[config.mk]
export PLATFORM = sky130hd
export DESIGN_NAME = gp_serial_adder_ctrl
export DESIGN_NICKNAME = d
export VERILOG_FILES = /design/src/rtl/gp_serial_adder_ctrl.sv
export SDC_FILE = /design/constraint.sdc
export NUM_CORES = 1
export LEC_CHECK = 0
export ABC_CLOCK_PERIOD_IN_PS = 2000
export CORE_UTILIZATION = 45
export DETAILED_ROUTE_END_ITERATION = 10
export DONT_BUFFER_PORTS = 1
export REMOVE_ABC_BUFFERS = 1
export SETUP_SLACK_MARGIN = 0.3
export SYNTH_ARGS = -nofsm -noshare
export SYNTH_HDL_FRONTEND = slang
export SYNTH_SLANG_ARGS = --single-unit
[constraint.sdc]
create_clock -name clk -period 2 [get_ports clk]
set_clock_uncertainty 0.15 [all_clocks]
set_input_delay 0.5 -clock clk [delete_from_list [all_inputs] [get_ports clk]]
set_output_delay 0.5 -clock clk [all_outputs]
set_load 0.03 [all_outputs]
[src/rtl/gp_serial_adder_ctrl.sv]
// Bit-serial WIDTH-bit adder sequencer driving one shared g/p/h cell, LSB-first, one bit per cycle.
// state | meaning
// IDLE  | waiting for an operand pair, in_ready high
// RUN   | walking the cell across bits 0..WIDTH-1
// DONE  | result presented, waiting for out_ready
module gp_serial_adder_ctrl #(
  parameter int WIDTH = 6
) (
  input  logic             clk,
  input  logic             rst,
  input  logic             in_valid,
  output logic             in_ready,
  input  logic [WIDTH-1:0] a,
  input  logic [WIDTH-1:0] b,
  input  logic             cin,
  output logic             out_valid,
  input  logic             out_ready,
  output logic [WIDTH-1:0] sum,
  output logic             cout,
  output logic             ovf,
  output logic             busy,
  output logic             cell_x,
  output logic             cell_y,
  input  logic             cell_g,
  input  logic             cell_p,
  input  logic             cell_h
);

  localparam int IW = $clog2(WIDTH);
  localparam logic [IW-1:0] LAST = IW'(WIDTH - 1);

  typedef enum logic [1:0] {IDLE, RUN, DONE} state_t;

  state_t           state, state_nxt;
  logic [WIDTH-1:0] a_reg, b_reg, acc, acc_nxt, sum_reg;
  logic             carry, carry_nxt, sum_bit, cout_reg, ovf_reg;
  logic [IW-1:0]    idx;

  assign sum_bit   = cell_h ^ carry;
  assign carry_nxt = cell_g | (cell_p & carry);

  assign in_ready  = (state == IDLE);
  assign out_valid = (state == DONE);
  assign busy      = (state != IDLE);
  assign cell_x    = (state == RUN) ? a_reg[idx] : 1'b0;
  assign cell_y    = (state == RUN) ? b_reg[idx] : 1'b0;
  assign sum       = sum_reg;
  assign cout      = cout_reg;
  assign ovf       = ovf_reg;

  always_comb begin
    acc_nxt      = acc;
    acc_nxt[idx] = sum_bit;
  end

  always_comb begin
    state_nxt = state;
    case (state)
      IDLE:    if (in_valid)     state_nxt = RUN;
      RUN:     if (idx == LAST)  state_nxt = DONE;
      DONE:    if (out_ready)    state_nxt = IDLE;
      default:                   state_nxt = IDLE;
    endcase
  end

  always_ff @(posedge clk) begin
    if (rst) state <= IDLE;
    else     state <= state_nxt;
  end

  always_ff @(posedge clk) begin
    if (rst) begin
      a_reg    <= '0;
      b_reg    <= '0;
      acc      <= '0;
      sum_reg  <= '0;
      carry    <= 1'b0;
      cout_reg <= 1'b0;
      ovf_reg  <= 1'b0;
      idx      <= '0;
    end else begin
      case (state)
        IDLE: begin
          if (in_valid) begin
            a_reg <= a;
            b_reg <= b;
            carry <= cin;
            idx   <= '0;
            acc   <= '0;
          end
        end
        RUN: begin
          acc   <= acc_nxt;
          carry <= carry_nxt;
          // carry still holds the carry into the MSB on the last bit
          if (idx == LAST) begin
            sum_reg  <= acc_nxt;
            cout_reg <= carry_nxt;
            ovf_reg  <= carry ^ carry_nxt;
          end else begin
            idx <= idx + 1'b1;
          end
        end
        default: ;
      endcase
    end
  end

endmodule

# Word-level counts from Yosys, hierarchy flattened
# Cells that the tools add are included.
# word_totals
output_inout_bits	13
elab_cells	52
inputBits	20
reg_bits	32
# op_classes
reduce_logical	9
n_addsub	1
muxes	20
n_lt_le_gt_ge	2
n_eq_ne	7
n_bitwise	4
# ops
op	n
6-bit case mux with 2 select lines	1
1-bit binary-select mux with 3-bit select	2
6-bit bitwise mux	1
1-bit two-way mux	6
2-bit two-way mux	3
3-bit two-way mux	2
6-bit two-way mux	1
2-bit case mux with 3 select lines	1
3-bit case mux with 2 select lines	1
2-bit AND reduction	3
3-bit AND reduction	2
3-bit by 4-bit less-than comparator with 1-bit output, second input constant	1
2-bit by 1-bit inequality test with 1-bit output, second input constant	2
2-bit inequality test, second input constant	2
2-bit nonzero test	2
3-bit by 1-bit adder with 3-bit output, second input constant	1
1-bit demux with 3-bit select	1
3-bit == test, second input constant	1
3-bit by 1-bit >= comparator with 1-bit output, second input constant	1
2-bit by 1-bit == test with 1-bit output, second input constant	1
2-bit == test, second input constant	1
2-bit logical NOT	1
1-bit case mux with 2 select lines	1
1-bit bitwise XOR	2
other kinds (3)	3

# Logic depth before layout (Yosys ltp)
# Gate-level depths: netlist (run 1).
# logic_depth
word_depth	6
mapped_depth	7
mapped_depth_nobuf	5

# Worst setup path after synthesis (run 1)
# Ideal clock, no wire load.
# synth_timing
kind	reg-to-output
from	register idx[1]
to	output port cell_y
path_buffers	1
t_arrival_ns	1.443
required_time_ns	1.350
path_stages_with_launch	5
setup_slack_ns	-0.093
path_cell_list	dfxtp_1 > buf_2 > or2_2 > o32a_1 > a31oi_1
# synth_between
elab_chain_cells	3
# synth_lines
item	line	text
from (decl)	37	logic [IW-1:0] idx;
from (signal assigned)	101	idx <= idx + 1'b1;
1-bit binary-select mux with 3-bit select	46	assign cell_y = (state == RUN) ? b_reg[idx] : 1'b0;
1-bit two-way mux (not written as such)	46	
1-bit two-way mux	46	
to (decl)	23	output logic cell_y,
# No other way between the ends. The select of a mux whose other input is x is not followed.

# Final worst setup path (run 1)
# layout_timing
from	register idx[2]
to	output port cell_y
# The elaborated chain is that of the path after synthesis.

==> results of run 1 <==
-- worst reg2reg max path, stage by stage, from the launching register on --
cell     delay (ps)
dfxtp_2         360
buf_6           120
buf_6           100
buf_6           100
ha_4            150
and4b_2         340
buf_6           140
mux2i_1         170
nor2_1           50
-- synthesized netlist by cell type, drive strengths merged (4+ instances only) --
library cell,number,share of area
a21oi,24,0.078
buf,9,0.032
clkbuf,4,0.0097
dfxtp,32,0.41
inv,5,0.012
mux2i,9,0.058
nand2,29,0.072
nand2b,12,0.050
nor2,8,0.019
nor3b,4,0.023
o32ai,7,0.040
or3b,4,0.023
-- power by group through the flow --
stage / clock, mW / sequential [mW] / combinational, mW
2_1_floorplan: 0 / 0.690 / 0.102
3_3_place_gp: 0 / 0.693 / 0.136
3_5_place_dp: 0 / 0.693 / 0.141
4_1_cts: 0.426 / 0.674 / 0.166
5_1_grt: 0.455 / 0.680 / 0.213
6_report: 0.415 / 0.676 / 0.197
-- path summary, 6_finish.rpt --
kind | from | to | cells after the start
worst max-delay path | idx[2]$_SDFFE_PP0P_ | cell_y | 4
worst min-delay path | rst | state[1]$_SDFFE_PP0P_ | 1
worst max register to register | idx[0]$_SDFFE_PP0P_ | sum[0]$_SDFFE_PP0P_ | 8
worst min register to register | b_reg[4]$_SDFFE_PP0P_ | b_reg[4]$_SDFFE_PP0P_ | 2
-- metal layers --
layer | vias up | wire (um)
met5 | - | 0
met4 | 0 | 65
met3 | 7 | 222
met2 | 35 | 1750
met1 | 632 | 1707
li1 | 674 | -
-- layout make-up --
class / instances / area (um^2)
Clock buffer: 7 / 65.06
Fill cell: 287 / 1152
Inverter: 5 / 23.77
Multi-Input combinational cell: 131 / 977.2
Sequential cell: 32 / 656.9
Tap cell: 44 / 55.05
Timing Repair Buffer: 23 / 222.7
-- stage by stage --
step                power (mW)  worst slack, ps  utilization
floorplan               0.7920           -85.24            -
global placement        0.8293            165.4       0.5135
detailed placement      0.8341            75.71       0.5135
CTS                      1.267           -177.5       0.5829
global route             1.348           -249.3       0.6345
finish                   1.288           -165.5       0.6345
-- what timing repair did --
action | 4_1_cts | 5_1_grt
buffers inserted | 8 | 4
pin swaps | 6 | 17
resized for setup | 28 | 29
gates cloned | 0 | 0
setup endpoints to repair | 14 | 14
-- cells by family after synthesis --
group,count (synthesis),synth area share
adders and majority gates,2,0.01618
muxes,9,0.05825
AOI/OAI and AO/OA,46,0.1966
DFF,32,0.4142
buffers and inverters,18,0.05420
and+or+nand+nor,73,0.2549
xor gates and xnor gates,1,0.005664
==> metrics.yaml, run 1 <==
routing:
  drt_iter0_drc: 41
  num_vias: 1348
  drt-total-wl_um: 3745
  drt.antenna.violating_nets: 0
  wire_per_inst_um: 15.48
  via_per_inst: 5.570
  drc_errors: 0
  drtPass1Iterations: 4
timing:
  hold_ws_ps: 60.66
  slew_violations: 0
  hold_viol_final: 0
  min_period_over_period: 1.083
  min_period_ps: 2166
  tightestPinTransition_ps: 707.3
  fin_tns_setup_ps: -275.8
  finalSetupViolCount: 2
  max_clock_freq_mhz: 461.8
  maxSlewHeadroom: 0.5275
  rsz0062_at_grt: "true"
  fin_ws_ps: -165.5
status:
  violations: "negative setup slack"
  status: "finished, violations left"
floorplanning:
  coreArea_um2: 3153
  die-area_um2: 3675
  start_util: 0.4905
  die_width_um: 60.62
  die_h_um: 60.62
  ioPinCount: 33
  rows: 20
placed_design:
  numPortBuffers: 0
  place_hpwl_um: 2370
  place_inst: 223
  gp_congestion: 0.8790
  postPlaceCellArea_um2: 1619
clock_tree:
  cts_root_buf: "clkbuf_4"
  clock_sinks: 32
  cts.path.max_buffers: 2
  cts_tree: "yes"
  htree_levels: 2
  clk_pin_slew_ps: 100
  numCtsBuffers: 5
  clock_latency_ps: 340
  hold_buffers: 0
pwr:
  sw_frac_of_total: 0.2638
  vdd_drop_max_mv: 0.3306
  p_int_uw: 948.1
  seqPwrFrac: 0.525
  p_switching_uw: 339.7
  p_comb_frac: 0.153
  leakage_nw: 0.7098
  p_clk_frac: 0.322
  power_per_cell_area_nw_per_um2: 643.7
grt:
  grt-busiest-layer: "met2"
  antenna_found_initial: 0
  met3_usage: 0.08742
  grt_pass1_wl_um: 5796
  grt_usage: 0.2205
  grt_max_degree: 40
  overflow: 0
  met1_usage: 0.2765
  grt_pass1_vias: 1255
  grtUsageMet2: 0.3438
yosys:
  synth_async_sr_flop_share: 0
  syn-cell-area_um2: 1546
  ys.flop_type: "dfxtp_1"
  synth.distinct_cells: 39
  syn_avg_cell_area_um2: 8.544
  yosysWarningCount: 0
  synth_edf_count: 0
  netlist_instances: 181
  ys_ff_latch: 32
  seq_area_frac_synth: 0.4142
critical_path:
  cp.arrival_ps: 1520
  cp-start-kind: "flop"
  end_kind: "primary output"
  critPathTopFamily: "flip-flops"
  max_stage_delay_ps: 430
  critPathRequiredTime_ps: 1350
  r2r_slack_ps: 220
  cp_slowest_cell: "dfxtp_4"
  crit_chain: "mux2i_1 > o32a_1 > a31oi_1 > buf_4"
  critPathMaxFanout: 8
  critPathBufInv: 1
  critPathKind: "reg2out"
finish:
  fin_area_um2: 2001
  nets: 220
  layout.cells.non_filler: 242
  final_cell_mix: "28 x nand2_1, 27 x dfxtp_1, 20 x a21oi_1"
  final_common_cell: "nand2_1"
  area_growth_pct: 29.37
  layout-drive-gt1-share: 0.3535
  antennaDiodeCount: 0
flow_run:
  drv_cap: 0
hold_path:
  worstHoldPathType: "in2reg"
No activity file was read; power rests on OpenSTA's default activity.
==> inputs of run 2 (changes only) <==
--- a/config.mk
+++ b/config.mk
@@ -9,6 +9,7 @@
 export CORE_UTILIZATION = 45
 export DETAILED_ROUTE_END_ITERATION = 10
 export DONT_BUFFER_PORTS = 1
+export RECOVER_POWER = 100
 export REMOVE_ABC_BUFFERS = 1
 export SETUP_SLACK_MARGIN = 0.3
 export SYNTH_ARGS = -nofsm -noshare
==> results of run 2 <==
No change in the layout: final DEF, timing and power equal those of run 1.
==> patch (config.mk and constraints of run 1) <==
The 3 states of `state_t` get a one-hot encoding in 3 bits.
--- a/src/rtl/gp_serial_adder_ctrl.sv
+++ b/src/rtl/gp_serial_adder_ctrl.sv
@@ -29,7 +29,7 @@
   localparam int IW = $clog2(WIDTH);
   localparam logic [IW-1:0] LAST = IW'(WIDTH - 1);
 
-  typedef enum logic [1:0] {IDLE, RUN, DONE} state_t;
+  typedef enum logic [2:0] {IDLE = 3'b001, RUN = 3'b010, DONE = 3'b100} state_t;
 
   state_t           state, state_nxt;
   logic [WIDTH-1:0] a_reg, b_reg, acc, acc_nxt, sum_reg;
Behaviour: same outputs for any inputs over 10 cycles, from zero or initial values and one cycle with rst high; not proved beyond that.
==> patch against run 1 <==
The flow still finishes with violations (negative setup slack); count of clock-buffer cells in the layout is the same; worst hold slack gained 13 ps; setup slack gained 69 ps; sequential cell count grew 1; total power shrank 7.2%; routed wire length shrank 4.8%; area after synthesis grew 4.7%; critical path depth is the same; design area shrank 9.6%; die area grew 4.5%; sequential power grew 2%.
==> patch: results (changes against run 1) <==
metric,value,unit,change
met3 usage,8.49,%,-0.25 points
setup ws final,-96.0,ps,+69.5 ps
Sw Share,25.5,%,-0.89 points
register area share after synthesis,40.8,%,-0.62 points
pre-CTS setup slack,48.5,ps,-27.2 ps
reg2reg setup slack,340,ps,+120 ps
number of fill cells,314,,+9.4%
worst-path maximum fanout,7,,-1
share of cells above drive strength 1,19.8,%,-16 points
DR WL met3,224,µm,+0.90%
final setup fails,2,,unchanged
Worst Hold Margin,73.9,ps,+13.2 ps
failing checks,negative setup slack,,
Critical Path AT,1450,ps,-70 ps
Post-Syn Instances,190,,+5.0%
DP Area,1680,µm²,+3.7%
status,finished with violations,,
post-synthesis mux area share,8.73,%,+2.9 points
worst-margin pin slew,417,ps,-291 ps
met2 wire length,1610,µm,-7.9%
Post-Synth Adder-Cell Area,1.55,%,-0.073 points
nets,214,,-2.7%
post-synthesis cell type count,38,,-2.6%
vias in the first global route,1238,,-1.4%
Post-synth top cells,"dfxtp_1, nand2_1, a21oi_1",,
largest net degree at the start of global routing,36,,-10%
clk pwr,0.000383,W,-7.7%
reg2reg path depth,3,,-5
grt met1 use,28.4,%,+0.76 points
1st-iter DRT viols,63,,+54%
met2 Use GR,31.2,%,-3.2 points
DRT met1 WL,1690,µm,-0.76%
Final GP Congestion,0.732,,-17%
Hold Path Sink,idx[1]$_SDFFE_PP0P_,,
Leak Pwr,0.619,nW,-13%
Area growth syn-to-layout,11.7,%,
placed cells,230,,+3.1%
Post-Synth XOR/XNOR Area,0.541,%,-0.025 points
top post-synthesis cells by area,"dfxtp_1, mux2i_1, a21oi_1",,
Post-DP HPWL,2360,µm,-0.27%
patch: cell types whose count changed in the layout (fill, tap and decap cells not counted), sizes merged, moves of 4 or more:
cell	change
nand2b	-6
mux2i	+4
buf	-13
nor2	-4
patch: final cells by class:
| cell class | instances | area share (%) |
|---|---|---|
| multi-input combinational | 134 | 49.1 |
| timing repair buffer | 10 | 4.98 |
| sequential | 33 | 37.8 |
| inverter | 8 | 1.94 |
| clock buffer | 7 | 3.04 |
| tap | 46 | 3.18 |
patch: kinds of logic (layout without fill, tap and decap cells):
logic type / after synthesis / in the layout
buf+inv: 23 / 25
xor+xnor: 1 / 1
mux: 14 / 14
simple gates: 67 / 67
flops: 33 / 33
compound gates: 50 / 50
fa+ha+maj: 2 / 2
patch: critical path, cell delays in order (launching register included):
cell	delay, ps
dfxtp_4	420
mux2i_1	240
o221ai_1	130
and3_1	200
buf_6	140
